--- config.mk ---
export PLATFORM = sky130hd
export DESIGN_NAME = exc_ctrl
export DESIGN_NICKNAME = d
export VERILOG_FILES = /design/src/rtl/cpu_exc_pkg.sv /design/src/rtl/int_sync.sv /design/src/rtl/exc_ctrl.sv
export SDC_FILE = /design/constraint.sdc
export NUM_CORES = 1
export LEC_CHECK = 0
export BUFFER_PORTS_ARGS = -buffer_cell sky130_fd_sc_hd__buf_2
export CAP_MARGIN = 20
export CORE_ASPECT_RATIO = 0.5
export CORE_MARGIN = 2
export CORE_UTILIZATION = 40
export DETAILED_ROUTE_END_ITERATION = 8
export GPL_TIMING_DRIVEN = 1
export PLACE_DENSITY = 0.75
export SLEW_MARGIN = 5
export SYNTH_ARGS = -nofsm -noshare
export SYNTH_HDL_FRONTEND = slang
export SYNTH_HIERARCHICAL = 1
export SYNTH_SLANG_ARGS = --single-unit
--- constraint.sdc ---
create_clock -name clk -period 8.2 [get_ports clk]
set_input_delay 0.41 -clock clk [delete_from_list [all_inputs] [get_ports clk]]
set_output_delay 0.41 -clock clk [all_outputs]
set_load 0.05 [all_outputs]
--- src/rtl/cpu_exc_pkg.sv ---
// Shared exception-controller definitions: exception codes, m_exc flag positions,
// CP0 write-strobe positions, controller FSM states and the default exception vector.
package cpu_exc_pkg;

    localparam logic [31:0] EXC_VECTOR_DEFAULT = 32'hBFC0_0380;

    // Cause.ExcCode values
    localparam logic [4:0] EXC_INT  = 5'd0;
    localparam logic [4:0] EXC_ADEL = 5'd4;
    localparam logic [4:0] EXC_ADES = 5'd5;
    localparam logic [4:0] EXC_SYS  = 5'd8;
    localparam logic [4:0] EXC_BP   = 5'd9;
    localparam logic [4:0] EXC_RI   = 5'd10;
    localparam logic [4:0] EXC_OV   = 5'd12;

    // m_exc bit positions; ascending index is also descending priority
    localparam int EXC_BIT_ADEL_IF = 0;
    localparam int EXC_BIT_RI      = 1;
    localparam int EXC_BIT_OV      = 2;
    localparam int EXC_BIT_SYS     = 3;
    localparam int EXC_BIT_BP      = 4;
    localparam int EXC_BIT_ADEL_D  = 5;
    localparam int EXC_BIT_ADES    = 6;

    localparam int CP0_WE_BADVADDR = 8;
    localparam int CP0_WE_STATUS   = 12;
    localparam int CP0_WE_CAUSE    = 13;
    localparam int CP0_WE_EPC      = 14;

    typedef enum logic [1:0] {
        ST_IDLE     = 2'd0,
        ST_COMMIT   = 2'd1,
        ST_REDIRECT = 2'd2
    } exc_state_e;

endpackage

--- src/rtl/int_sync.sv ---
// Two-flop synchronizer for the external interrupt lines.
module int_sync #(
    parameter int W = 6
) (
    input  logic         clk,
    input  logic         rst,
    input  logic [W-1:0] async_i,
    output logic [W-1:0] sync_o
);

    logic [W-1:0] meta_q;
    logic [W-1:0] sync_q;

    // NOTE: sequential state is updated with non-blocking assignments only, so
    // every flop samples the pre-edge value of its neighbour.
    always_ff @(posedge clk or posedge rst) begin
        if (rst) begin
            meta_q <= '0;
            sync_q <= '0;
        end else begin
            meta_q <= async_i;
            sync_q <= meta_q;
        end
    end

    assign sync_o = sync_q;

endmodule

--- src/rtl/exc_ctrl.sv ---
// Exception/interrupt controller: picks the commit-stage event, updates CP0 and redirects fetch.
// Optional compare/count timer interrupt on line 5 is built when EXC_TIMER_INT_EN is defined.
module exc_ctrl
    import cpu_exc_pkg::*;
#(
    parameter int               WIDTH      = 32,
    parameter logic [WIDTH-1:0] EXC_VECTOR = WIDTH'(EXC_VECTOR_DEFAULT)
) (
    input  logic             clk,
    input  logic             rst,
    input  logic             m_valid,
    input  logic [WIDTH-1:0] m_pc,
    input  logic             m_bd,
    input  logic             m_eret,
    input  logic [6:0]       m_exc,
    input  logic [WIDTH-1:0] m_badvaddr,
    input  logic [5:0]       hw_int,
    input  logic [WIDTH-1:0] status_in,
    input  logic [WIDTH-1:0] cause_in,
    input  logic [WIDTH-1:0] epc_in,
    input  logic             cmp_we,
    input  logic [WIDTH-1:0] cmp_wdata,
    output logic [WIDTH-1:0] cp0_we,
    output logic [WIDTH-1:0] cp0_epc,
    output logic [WIDTH-1:0] cp0_badaddr,
    output logic [4:0]       cp0_exccode,
    output logic             cp0_exl,
    output logic             cp0_bd,
    output logic [5:0]       cp0_hw_int,
    output logic             flush,
    output logic             redirect_valid,
    output logic [WIDTH-1:0] redirect_pc,
    input  logic             redirect_ready,
    output logic             busy
);

    exc_state_e       state_q, state_d;
    logic [5:0]       sync_int;
    logic             int_pending;
    logic             take, take_eret, take_addr, bad_from_pc, bad_from_data;
    logic [4:0]       take_code;
    logic [WIDTH-1:0] epc_q, badaddr_q, redir_pc_q;
    logic [4:0]       exccode_q;
    logic             bd_q, eret_q, addr_fault_q;
    logic             unused_ok;

    int_sync #(.W(6)) u_int_sync (
        .clk     (clk),
        .rst     (rst),
        .async_i (hw_int),
        .sync_o  (sync_int)
    );

`ifdef EXC_TIMER_INT_EN
    logic [31:0] count_q, compare_q;
    logic        timer_pend_q;

    // A compare write always wins over a match in the same cycle.
    always_ff @(posedge clk or posedge rst) begin
        if (rst) begin
            count_q      <= '0;
            compare_q    <= '0;
            timer_pend_q <= 1'b0;
        end else begin
            count_q <= count_q + 32'd1;
            if (cmp_we) begin
                compare_q    <= cmp_wdata[31:0];
                timer_pend_q <= 1'b0;
            end else if (count_q == compare_q) begin
                timer_pend_q <= 1'b1;
            end
        end
    end

    assign cp0_hw_int = {timer_pend_q, sync_int[4:0]};
    assign unused_ok  = ^{status_in[WIDTH-1:16], status_in[7:2], cause_in[WIDTH-1:16],
                          cause_in[7:0], sync_int[5]};
`else
    assign cp0_hw_int = sync_int;
    assign unused_ok  = ^{status_in[WIDTH-1:16], status_in[7:2], cause_in[WIDTH-1:16],
                          cause_in[7:0], cmp_we, cmp_wdata};
`endif

    assign int_pending = status_in[0] && !status_in[1] &&
                         (|((cause_in[15:8] | {cp0_hw_int, 2'b00}) & status_in[15:8]));

    // NOTE: every signal assigned in an always_comb gets a default first so no
    // path through the block can leave it unassigned and infer a latch.
    always_comb begin
        take          = 1'b0;
        take_eret     = 1'b0;
        take_addr     = 1'b0;
        bad_from_pc   = 1'b0;
        bad_from_data = 1'b0;
        take_code     = EXC_INT;
        if (state_q == ST_IDLE && m_valid) begin
            take = 1'b1;
            if (int_pending) begin
                take_code = EXC_INT;
            end else if (m_exc[EXC_BIT_ADEL_IF]) begin
                take_code   = EXC_ADEL;
                take_addr   = 1'b1;
                bad_from_pc = 1'b1;
            end else if (m_exc[EXC_BIT_RI]) begin
                take_code = EXC_RI;
            end else if (m_exc[EXC_BIT_OV]) begin
                take_code = EXC_OV;
            end else if (m_exc[EXC_BIT_SYS]) begin
                take_code = EXC_SYS;
            end else if (m_exc[EXC_BIT_BP]) begin
                take_code = EXC_BP;
            end else if (m_exc[EXC_BIT_ADEL_D]) begin
                take_code     = EXC_ADEL;
                take_addr     = 1'b1;
                bad_from_data = 1'b1;
            end else if (m_exc[EXC_BIT_ADES]) begin
                take_code     = EXC_ADES;
                take_addr     = 1'b1;
                bad_from_data = 1'b1;
            end else if (m_eret) begin
                take_eret = 1'b1;
            end else begin
                take = 1'b0;
            end
        end
    end

    always_ff @(posedge clk or posedge rst) begin
        if (rst) begin
            state_q <= ST_IDLE;
        end else begin
            state_q <= state_d;
        end
    end

    always_comb begin
        state_d = state_q;
        case (state_q)
            ST_IDLE:     if (take) state_d = ST_COMMIT;
            ST_COMMIT:   state_d = ST_REDIRECT;
            ST_REDIRECT: if (redirect_ready) state_d = ST_IDLE;
            default:     state_d = ST_IDLE;
        endcase
    end

    // Event capture; an ERET leaves the exception record untouched.
    always_ff @(posedge clk or posedge rst) begin
        if (rst) begin
            epc_q        <= '0;
            badaddr_q    <= '0;
            redir_pc_q   <= '0;
            exccode_q    <= '0;
            bd_q         <= 1'b0;
            eret_q       <= 1'b0;
            addr_fault_q <= 1'b0;
        end else begin
            if (take) begin
                eret_q <= take_eret;
                if (!take_eret) begin
                    epc_q        <= m_bd ? m_pc - WIDTH'(4) : m_pc;
                    bd_q         <= m_bd;
                    exccode_q    <= take_code;
                    addr_fault_q <= take_addr;
                    if (bad_from_pc)   badaddr_q <= m_pc;
                    if (bad_from_data) badaddr_q <= m_badvaddr;
                end
            end
            if (state_q == ST_COMMIT) begin
                redir_pc_q <= eret_q ? epc_in : EXC_VECTOR;
            end
        end
    end

    always_comb begin
        cp0_we         = '0;
        cp0_exl        = 1'b0;
        flush          = 1'b0;
        busy           = 1'b0;
        redirect_valid = 1'b0;
        redirect_pc    = '0;
        case (state_q)
            ST_COMMIT: begin
                flush                 = 1'b1;
                busy                  = 1'b1;
                cp0_we[CP0_WE_STATUS] = 1'b1;
                if (!eret_q) begin
                    cp0_exl                 = 1'b1;
                    cp0_we[CP0_WE_CAUSE]    = 1'b1;
                    cp0_we[CP0_WE_EPC]      = 1'b1;
                    cp0_we[CP0_WE_BADVADDR] = addr_fault_q;
                end
            end
            ST_REDIRECT: begin
                flush          = 1'b1;
                busy           = 1'b1;
                redirect_valid = 1'b1;
                redirect_pc    = redir_pc_q;
            end
            default: ;
        endcase
    end

    assign cp0_epc     = epc_q;
    assign cp0_badaddr = badaddr_q;
    assign cp0_exccode = exccode_q;
    assign cp0_bd      = bd_q;

endmodule

* Word level (Yosys, flattened, before mapping) *
Cells that the tools add are included.

word-level totals
  logic and storage cells = 88
  bits of input ports = 212
  output and inout port bits = 144
  register bits = 118

cells by class
  add/subtract/negate cells = 1
  equal/unequal tests = 4
  reduce and logical (&&, ||, !) cells = 11
  muxes and demuxes = 59
  bitwise logic cells = 3

operators with widths
  cell                                                  number
  2-to-1 mux 32 bit                                     5
  2-to-1 mux 1 bit                                      40
  subtractor 32 x 3 -> 32 bit (second input constant)   1
  2-to-1 mux 4 bit                                      7
  2-to-1 mux 3 bit                                      3
  bitwise AND 8 bit                                     1
  bitwise OR 8 bit                                      1
  OR reduction 8 bit                                    1
  2-to-1 mux 2 bit                                      3
  one-hot mux 2 bit (3 select lines)                    1
  inequality test 2 bit (second input constant)         2
  AND reduction 2 bit                                   2
  logical AND 1 bit                                     3
  AND reduction 3 bit                                   1
  equality test 2 x 1 -> 1 bit (second input constant)  1
  equality test 2 bit (second input constant)           1
  logical NOT 2 bit                                     1
  nonzero test 2 bit                                    1
  OR reduction 2 bit                                    1
  logical NOT 1 bit                                     1
  NOT 1 bit                                             1

* Logic depth before layout (Yosys ltp) *
  word-level depth = 12
  gate-level depth with buffers = 7
  gate-level depth less buffers = 7

* Modules after synthesis *
The synthesis kept the hierarchy.

by module, submodules not included
  module    instances  cells each  area an instance (um^2)  sequential area each (um^2)
  exc_ctrl  1          501         5562.8                   2627.5
  int_sync  1          13          304.0                    300.3

* Least setup slack after synthesis *
Ideal clock, no wire load.

  kind = register -> output
  start = reg state_q[1]
  end = out cp0_we[8]
  data required time = 7790 ps
  stages on the path, launching flop included = 6
  path buffers = 1
  slack = 5572 ps
  arrival time = 2218 ps
  path through = dfrtp_1 -> inv_1 -> ha_1 -> clkbuf_1 -> nor2b_1 -> and2_1

on the way
  word-level cells in the longest chain between the ends = 2

ends and longest elaborated chain
  element                       RTL line         source
  start: declaration            exc_ctrl.sv:37   exc_state_e state_q, state_d;
  start signal: assignment      exc_ctrl.sv:132  state_q <= state_d;
  equality test 2 x 1 -> 1 bit  exc_ctrl.sv:181  case (state_q)
  2-to-1 mux 1 bit              exc_ctrl.sv:181
  end: declaration              exc_ctrl.sv:23   output logic [WIDTH-1:0] cp0_we,

Every way passes these cells.

* Final worst setup path *
  start = reg state_q[0]
  end = out redirect_pc[1]

on the way
  word-level cells in the longest chain between the ends = 2

ends and longest elaborated chain
  element              RTL line         source
  equality test 2 bit  exc_ctrl.sv:181
  2-to-1 mux 32 bit    exc_ctrl.sv:181
  end: declaration     exc_ctrl.sv:32   output logic [WIDTH-1:0] redirect_pc,

Every way passes these cells.

==> results.json <==
{
  "outcome": "finished clean",
  "async_flop_share": 1.00,
  "post-route-util": 0.536,
  "vias_per_cell": 4.70,
  "finalCriticalPeriod_ns": 2.71,
  "grt_max_degree": 74,
  "power_mw": 3.26,
  "hpwl_um": 10800,
  "syn_to_final_growth_pct": 31.4,
  "synth_edf_count": 0,
  "slew_viol_final": 0,
  "drive_gt1_frac": 0.489,
  "hp-class": "in2async",
  "finalSetupViolations": 0,
  "tns_ns": 0,
  "setup_slack_ns": 5.49,
  "root_buffer": "clkbuf_16",
  "synth_area_leaders": "dfrtp_1 (50%), mux2_2 (16%), buf_4 (4.2%)",
  "cts_buffer_depth": 2,
  "path_common_cell": "inv_1",
  "cts-resized-gates": 0,
  "dieWidth_um": 175,
  "antenna_found_initial": 0,
  "ant_nets": 0,
  "cts.reportedPaths.clkPinSlew_ns": 0.06,
  "clock_skew_ns": 0.00946,
  "drtIter0Drc": 125,
  "slew_headroom": 0.373,
  "ioPinCount": 356,
  "wire_per_inst_um": 15.2,
  "period_share": 0.330,
  "yosysTopAreaCellShare": 0.499,
  "cts_tree": "yes",
  "die_h_um": 89.6,
  "crit_fanout": 21,
  "critical_path.cell_chain": "inv_1, ha_1, inv_1, nor2_1, buf_2",
  "first_pass_iters": 6,
  "cp_slowest_stage_delay_ns": 0.44,
  "rows": 31,
  "grt_pass1_vias": 4631,
  "cts_hold_buf": 0,
  "finalNetCount": 976,
  "clock-sinks": 117,
  "synth_top_cell_by_area": "dfrtp_1",
  "postCtsSetupRepairBufs": 0,
  "wl_um": 14800,
  "p_per_area_nw_per_um2": 423,
  "slowest_stage": "ha_1",
  "grt_pass1_wl_um": 23300,
  "io_buffers": 247,
  "fill_cells": 1319,
  "critPathLaunchType": "flip-flop",
  "synth.avg_cell_area_um2": 11.4,
  "gr-usage-all-layers": 0.189,
  "worstSkewPairLatency_ns": 0.39,
  "mostFrequentLayoutCells": "buf_2 (247), dfrtp_1 (117), mux2_2 (85), inv_1 (35), nor2_1 (32)",
  "num_vias": 4552,
  "yosys_warnings": 6,
  "p_leak_nw": 3.72,
  "gp_congestion": 0.814,
  "cp-end-kind": "output port",
  "syn_area_um2": 5870,
  "numCtsBuffers": 17,
  "ys_ff_latch": 117,
  "num_antenna_cells": 0,
  "dpl_worst_slack_ns": 5.28,
  "ys_seq_area_frac": 0.499,
  "rsz0062_at_grt": "no",
  "ir_worst_vdd_v": 0.000176,
  "crit_type": "reg2out",
  "cap_violations": 0,
  "htreeDepth": 4,
  "grt_overflow": 0,
  "core_area_um2": 14400,
  "synth_top_flop_cell": "dfrtp_1",
  "worst_pin_slew_ns": 0.941,
  "layout_commonest_cell": "buf_2",
  "cp.required_ns": 7.79,
  "yosysUniqueCellTypes": 42,
  "max_freq_mhz": 369,
  "synthCells": 514,
  "hold_viol": 0,
  "fp.dieArea_um2": 15700,
  "crit_arrival_ns": 2.30,
  "initial_core_util": 0.408,
  "drc": 0
}
==> Yosys cell counts, types with 11 or more instances <==
cell	number
o22a_1	12
and2_1	14
nor4_1	11
nor2_1	32
o21ai_0	29
buf_4	33
nand2_1	28
dfrtp_1	117
mux2_2	85
nor3_1	13
xor2_1	24
inv_1	36
==> power breakdown <==
part / leakage [nW] / total [mW] / switching (mW) / internal, mW
Sequential: 1.39 / 0.902 / 0.101 / 0.801
Clock: 0.282 / 0.745 / 0.254 / 0.491
Combinational: 2.05 / 1.62 / 1.20 / 0.420
==> critical path: cells and delay by family, from the launching register on <==
family,cells,cell delay [ns]
adder cells (fa/ha/maj),1,0.44
buffers and inverters,3,0.84
flip-flops,1,0.39
AND/OR/NAND/NOR,1,0.22
==> layer usage <==
layer / GRT usage / vias to the layer above / share of wire
met5: 0 / - / 0
met4: 0.0765 / 0 / 0.018
met3: 0.0383 / 18 / 0.046
met2: 0.352 / 152 / 0.53
met1: 0.221 / 2203 / 0.41
li1: - / 2179 / -
==> final timing paths <==
path                                      start              endpoint  slack (ns)  depth (start not counted)
max                                  state_q[0]        redirect_pc[1]        5.49                          5
min                                         rst           cp0_epc[24]        0.03                          2
max reg2reg                          state_q[0]       cp0_badaddr[17]        5.57                          6
min reg2reg                u_int_sync/meta_q[3]  u_int_sync/sync_o[3]        0.34                          0
max in group asynchronous                   rst        redir_pc_q[26]        6.88                          3
min in group clk                      hw_int[4]  u_int_sync/meta_q[4]        0.12                          1
==> final cells by class <==
class / instances / area (µm²) / share of cell area
Clock buffer: 22 / 464 / 0.0602
Timing Repair Buffer: 252 / 1270 / 0.165
Clock inverter: 9 / 128 / 0.0166
Inverter: 36 / 138 / 0.0179
Sequential cell: 117 / 2930 / 0.380
Tap cell: 198 / 248 / 0.0321
Multi-Input combinational cell: 335 / 2530 / 0.328
==> flip-flops by register name, summed over array words and instances (netlist names) <==
signal,cells
addr_fault_q,1
cp0_badaddr,32
cp0_bd,1
cp0_epc,32
cp0_exccode,4
eret_q,1
redir_pc_q,32
state_q,2
u_int_sync/meta_q,6
u_int_sync/sync_o,6
==> per-stage QoR <==
stage	cells	cell area [µm²]	hold slack (ns)
global placement	938	7120	0.331
CTS	969	7710	0.0336
finish	969	7710	0.0260
floorplan	542	5970	0.275
global route	969	7710	0.0587
detailed placement	938	7120	0.335
==> kinds of logic (layout without fill, tap and decap cells) <==
group           Yosys count  after routing  synth area share
mux                      98             98             0.190
buf+inv                  90            319            0.0896
compound gates           54             54            0.0587
flops                   117            117             0.499
other cells               1             29          0.000639
simple gates            120            120             0.108
xor+xnor                 29             29            0.0433
fa+ha+maj                 5              5            0.0107
No activity file was read; power rests on OpenSTA's default activity.
